`src/rtl/seg7_pkg.sv`:
```
// Shared 7-segment tables and reader FSM states (active-high, bit0=a .. bit6=g).
// Also used by the forward digit-to-segment decoder so both ends share one table.
package seg7_pkg;

  localparam logic [6:0] SEG_0     = 7'h3F;
  localparam logic [6:0] SEG_1     = 7'h06;
  localparam logic [6:0] SEG_2     = 7'h5B;
  localparam logic [6:0] SEG_3     = 7'h4F;
  localparam logic [6:0] SEG_4     = 7'h66;
  localparam logic [6:0] SEG_5     = 7'h6D;
  localparam logic [6:0] SEG_6     = 7'h7D;
  localparam logic [6:0] SEG_7     = 7'h07;
  localparam logic [6:0] SEG_8     = 7'h7F;
  localparam logic [6:0] SEG_9     = 7'h6F;
  localparam logic [6:0] SEG_HEX_A = 7'h77;
  localparam logic [6:0] SEG_HEX_B = 7'h7C;
  localparam logic [6:0] SEG_HEX_C = 7'h39;
  localparam logic [6:0] SEG_HEX_D = 7'h5E;
  localparam logic [6:0] SEG_HEX_E = 7'h79;
  localparam logic [6:0] SEG_HEX_F = 7'h71;
  localparam logic [6:0] SEG_BLANK = 7'h00;

  typedef enum logic [1:0] {
    IDLE,
    SETTLE,
    HOLD
  } state_t;

endpackage

```
`src/rtl/seg7_pattern_lookup.sv`:
```
// Combinational segment-pattern to digit lookup.
// Define SEG7_READER_HEX_EN to accept the A..F glyphs as digits 10..15.
module seg7_pattern_lookup
  import seg7_pkg::*;
(
  input  logic [6:0] pattern,
  output logic [3:0] digit,
  output logic       legal,
  output logic       blank
);

  always_comb begin
    digit = '0;
    legal = 1'b1;
    blank = 1'b0;
    case (pattern)
      SEG_0:     digit = 4'd0;
      SEG_1:     digit = 4'd1;
      SEG_2:     digit = 4'd2;
      SEG_3:     digit = 4'd3;
      SEG_4:     digit = 4'd4;
      SEG_5:     digit = 4'd5;
      SEG_6:     digit = 4'd6;
      SEG_7:     digit = 4'd7;
      SEG_8:     digit = 4'd8;
      SEG_9:     digit = 4'd9;
`ifdef SEG7_READER_HEX_EN
      SEG_HEX_A: digit = 4'd10;
      SEG_HEX_B: digit = 4'd11;
      SEG_HEX_C: digit = 4'd12;
      SEG_HEX_D: digit = 4'd13;
      SEG_HEX_E: digit = 4'd14;
      SEG_HEX_F: digit = 4'd15;
`endif
      SEG_BLANK: begin
        legal = 1'b0;
        blank = 1'b1;
      end
      default:   legal = 1'b0;
    endcase
  end

endmodule

```
`src/rtl/seg7_pattern_reader.sv`:
```
// Recovers the displayed digit from a 7-segment bus with stability filtering.
// Optional macro SEG7_READER_HEX_EN (handled in seg7_pattern_lookup) adds A..F.
module seg7_pattern_reader
  import seg7_pkg::*;
#(
  parameter int unsigned STABLE_CYCLES = 4
) (
  input  logic       clk,
  input  logic       rst,
  input  logic [6:0] codein,
  input  logic       seg_en,
  output logic [3:0] q,
  output logic       q_valid,
  output logic       q_err,
  output logic       q_lock
);

  localparam int unsigned CW = $clog2(STABLE_CYCLES + 1);
  localparam logic [CW-1:0] CNT_MAX = CW'(STABLE_CYCLES);
  localparam logic [CW-1:0] CNT_ONE = CW'(1);

  logic [6:0]    sample_r, prev_r;
  logic          en_r;
  state_t        state, state_nx;
  logic [CW-1:0] cnt, cnt_nx, count_v;
  logic [3:0]    q_nx, lk_digit;
  logic          valid_nx, err_nx, lock_nx;
  logic          lk_legal, lk_blank, changed, attempt;

  seg7_pattern_lookup u_lookup (
    .pattern (sample_r),
    .digit   (lk_digit),
    .legal   (lk_legal),
    .blank   (lk_blank)
  );

  // The count is resolved combinationally so STABLE_CYCLES=1 accepts on the
  // first registered sample, both from IDLE and on a change seen in HOLD.
  always_comb begin
    state_nx = state;
    cnt_nx   = cnt;
    q_nx     = q;
    valid_nx = 1'b0;
    err_nx   = 1'b0;
    lock_nx  = q_lock;
    attempt  = 1'b0;
    count_v  = '0;
    changed  = (sample_r != prev_r);
    if (!en_r) begin
      state_nx = IDLE;
      cnt_nx   = '0;
      lock_nx  = 1'b0;
    end else begin
      case (state)
        IDLE: begin
          attempt = 1'b1;
          count_v = CNT_ONE;
        end
        SETTLE: begin
          attempt = 1'b1;
          if (changed)             count_v = CNT_ONE;
          else if (cnt >= CNT_MAX) count_v = cnt;
          else                     count_v = cnt + CNT_ONE;
        end
        HOLD: begin
          if (changed) begin
            attempt = 1'b1;
            count_v = CNT_ONE;
            lock_nx = 1'b0;
          end
        end
        default: begin
          state_nx = IDLE;
          cnt_nx   = '0;
          lock_nx  = 1'b0;
        end
      endcase
      if (attempt) begin
        cnt_nx = count_v;
        if (count_v >= CNT_MAX) begin
          state_nx = HOLD;
          if (lk_legal) begin
            q_nx     = lk_digit;
            valid_nx = 1'b1;
            lock_nx  = 1'b1;
          end else begin
            err_nx  = !lk_blank;
            lock_nx = 1'b0;
          end
        end else begin
          state_nx = SETTLE;
        end
      end
    end
  end

  always_ff @(posedge clk) begin
    if (rst) begin
      sample_r <= '0;
      prev_r   <= '0;
      en_r     <= 1'b0;
      state    <= IDLE;
      cnt      <= '0;
      q        <= '0;
      q_valid  <= 1'b0;
      q_err    <= 1'b0;
      q_lock   <= 1'b0;
    end else begin
      sample_r <= codein;
      prev_r   <= sample_r;
      en_r     <= seg_en;
      state    <= state_nx;
      cnt      <= cnt_nx;
      q        <= q_nx;
      q_valid  <= valid_nx;
      q_err    <= err_nx;
      q_lock   <= lock_nx;
    end
  end

endmodule

```
`config.mk`:
```
export PLATFORM = sky130hd
export DESIGN_NAME = seg7_pattern_reader
export DESIGN_NICKNAME = d
export VERILOG_FILES = /design/src/rtl/seg7_pkg.sv /design/src/rtl/seg7_pattern_lookup.sv /design/src/rtl/seg7_pattern_reader.sv
export SDC_FILE = /design/constraint.sdc
export NUM_CORES = 1
export LEC_CHECK = 0
export CORE_ASPECT_RATIO = 0.6
export CORE_MARGIN = 2
export CORE_UTILIZATION = 41
export DETAILED_ROUTE_END_ITERATION = 12
export SLEW_MARGIN = 5
export SYNTH_ARGS = -nofsm -noshare
export SYNTH_HDL_FRONTEND = slang
export SYNTH_SLANG_ARGS = --single-unit
```
`constraint.sdc`:
```
create_clock -name clk -period 1.9 [get_ports clk]
set_clock_uncertainty 0.1 [all_clocks]
set_input_delay 0.38 -clock clk [delete_from_list [all_inputs] [get_ports clk]]
set_output_delay 0.38 -clock clk [all_outputs]
set_load 0.02 [all_outputs]
```
==> metrics.cfg <==
[sta]
hold_violations = 0
slew_violations = 0
worst_slack_ps = 68.80
period_share_pct = 96.38
tns_ps = 0
fin_crit_ps = 1831
worst_slew_pin_slew_ps = 355.0
setup_violations = 0
whs_ps = 365.1
fmax_mhz = 546.1
grt_setup_unrepaired = no
relSlewSlack_pct = 75.72

[synth]
syn_inst = 134
yosys.area_share.adder_pct = 1.830
synth_mux_area_share_pct = 2.562
synth_edf_count = 0
ys_ff_latch = 27
ys_seq_area_share_pct = 39.52
yosys_warnings = 0
synth-simple-area-share_pct = 25.53
synth_async_sr_flop_share_pct = 0
synth_compound_area_share_pct = 10.89
synth_top_family_by_area = simple AND/OR/NAND/NOR gates
avgSynthCellArea_sq_um = 10.21
synth_xor_area_share_pct = 12.26
synth_cell_types = 44
syn-num-nets = 146
ys.flop_type = dfxtp_1
synth_area_sq_um = 1368

[grt]
grt_pass1_vias = 974
grtUsageTotal_pct = 15.52
grt-ovfl-total = 0
antenna_found_initial = 0
grt_max_degree = 20
grt_first_pass_wirelength_microns = 4588

[critical_path]
r2r_start = sample_r[1]
cp_cell_sequence = xnor2_4 -> nand4_2 -> or4_4 -> a21oi_4 -> mux2_4
r2r-end = q[3]
critical_path.slowest_cell = or4_4
cp-start-kind = flop
crit_fanout = 5
worstSetupEndpointType = flop
required_ps = 1970
cp_num_buf_inv = 0
critPathKind = flop to flop
cp_top_family = simple AND/OR/NAND/NOR gates
cpPeakStageDelay_ps = 520
worst-r2r-setup-slack_ps = 70
crit_arrival_ps = 1910
worst-r2r-cell-count = 5

[floorplan]
die_area_sq_um = 3829
coreArea_sq_um = 3223
initial_utilization_pct = 42.43
num_rows = 16
die_x_microns = 78.56
ios = 17
chipHeight_microns = 48.74

[placement]
dpl_cell_area_sq_um = 1660
port_buffers = 16
place_inst = 207
hpwl_microns = 2083
place.gp.congestion = 0.7805
place_ws_ps = -54.49

[outcome]
status = completed

[drt]
first_pass_iters = 4
drc = 0
routed_via_density = 4.920
drtAntennaViolNets = 0
drt_wl_total_microns = 2738
avgRoutedWirePerCell_microns = 12.92
first_iter_violations = 100
dr_total_vias = 1043

[clock_network]
cts_root_buffer = clkbuf_8
insertion_delay_ps = 280
h-tree-depth = 1
path_clk_slew_ps = 90
cts_tree = yes
cts_sinks = 27
cts_buffers = 3
clock_path_buffers = 2

[power]
internal_power_uw = 828.3
p_clk_share_pct = 30.4
total_power_mw = 1.092
pwr-share-seq_pct = 55.6
max-vdd-ir-drop_uv = 346.6
p_comb_share_pct = 14.0
power_leakage_nw = 0.6380
swShare_pct = 24.13
switchingPower_uw = 263.4
power_density_nw_per_um2 = 614.9

[layout]
final_cell_mix = 20 x buf_4, 16 x nor2b_1, 16 x clkdlybuf4s50_1, 15 x dfxtp_1, 12 x nand2_1
nNetsFinal = 180
final_util_pct = 55.09
area_growth_pct = 29.83
antenna_cells = 0
fin_area_sq_um = 1775
fin_cells = 212
drive_above_1_share_pct = 31.14
layout_commonest_cell = buf_4

[min_path]
hp-start = q[1]
min_path_type = flop to flop
hold_path_depth = 2
whs_endpoint = q[1]

[run]
maxCapViolations = 0

==> sequential cells by signal, indices dropped and copies added (netlist names) <==
signal	flops
en_r	1
q_lock	1
q_err	1
state	2
prev_r	7
cnt	3
q	4
sample_r	7
q_valid	1
==> metal layers <==
layer  wire, microns  vias up  track usage (%)
met4              18        0            2.632
met5               0        -                0
met1            1370      484            22.64
li1                -      522                -
met3             179        5            5.224
met2            1170       32            22.51
==> area by class of cell <==
type	count	area [sq um]
timing repair buffer	37	330.3
tap	45	56.30
multi-input combinational	92	757.0
fill	312	1448
inverter	7	26.28
clock buffer	4	45.04
sequential	27	560.5
==> worst min-delay path, stage by stage, from the launching register on <==
cell and delay [ps]:
dfxtp_1 320, nand2_1 50, mux2i_1 50
==> logic make-up after synthesis <==
group | count (synthesis)
and+or+nand+nor | 59
DFF | 27
buffers and inverters | 15
muxes | 3
adders and majority gates | 2
xor gates and xnor gates | 8
AOI/OAI and AO/OA | 20
==> power groups by stage <==
stage,Combinational [mW],Sequential [mW],Clock (mW)
floorplan,0.103,0.609,0
global placement,0.138,0.618,0
detailed placement,0.141,0.619,0
CTS,0.143,0.607,0.340
global route,0.167,0.610,0.359
finish,0.153,0.607,0.331
==> cell usage after synthesis, types with 2 or more instances <==
cell	instances	area share, %
inv_1	7	1.9
clkbuf_1	2	0.55
ha_1	2	1.8
nor2b_1	16	7.3
a21oi_1	4	1.5
nor4bb_1	2	1.5
and2b_1	2	1.1
o21ai_0	4	1.5
buf_6	6	4.9
nand2_1	12	3.3
and3_1	2	0.91
dfxtp_1	27	40
nor2_1	7	1.9
xnor2_4	4	8.1
mux2i_1	2	1.5
nor3_1	2	0.73
nand3_1	3	1.1
nand4_1	2	0.91
xnor2_2	3	3.6
==> what timing repair did <==
item | 4_1_cts | 5_1_grt
endpoints found under the setup margin | 4 | 7
gates resized for setup | 3 | 16
pin swaps | 0 | 5
hold buffers | 0 | 0
setup buffers | 0 | 1
==> worst max-delay path by stage <==
stage	from	endpoint	depth (start not counted)
after floorplan	sample_r[4]	q[3]	6
after global placement	sample_r[1]	q[3]	5
after detailed placement	sample_r[1]	q[3]	5
after CTS	sample_r[2]	q[3]	5
after global routing	sample_r[6]	q[0]	6
final	sample_r[1]	q[3]	5
No activity file was read; power rests on OpenSTA's default activity.
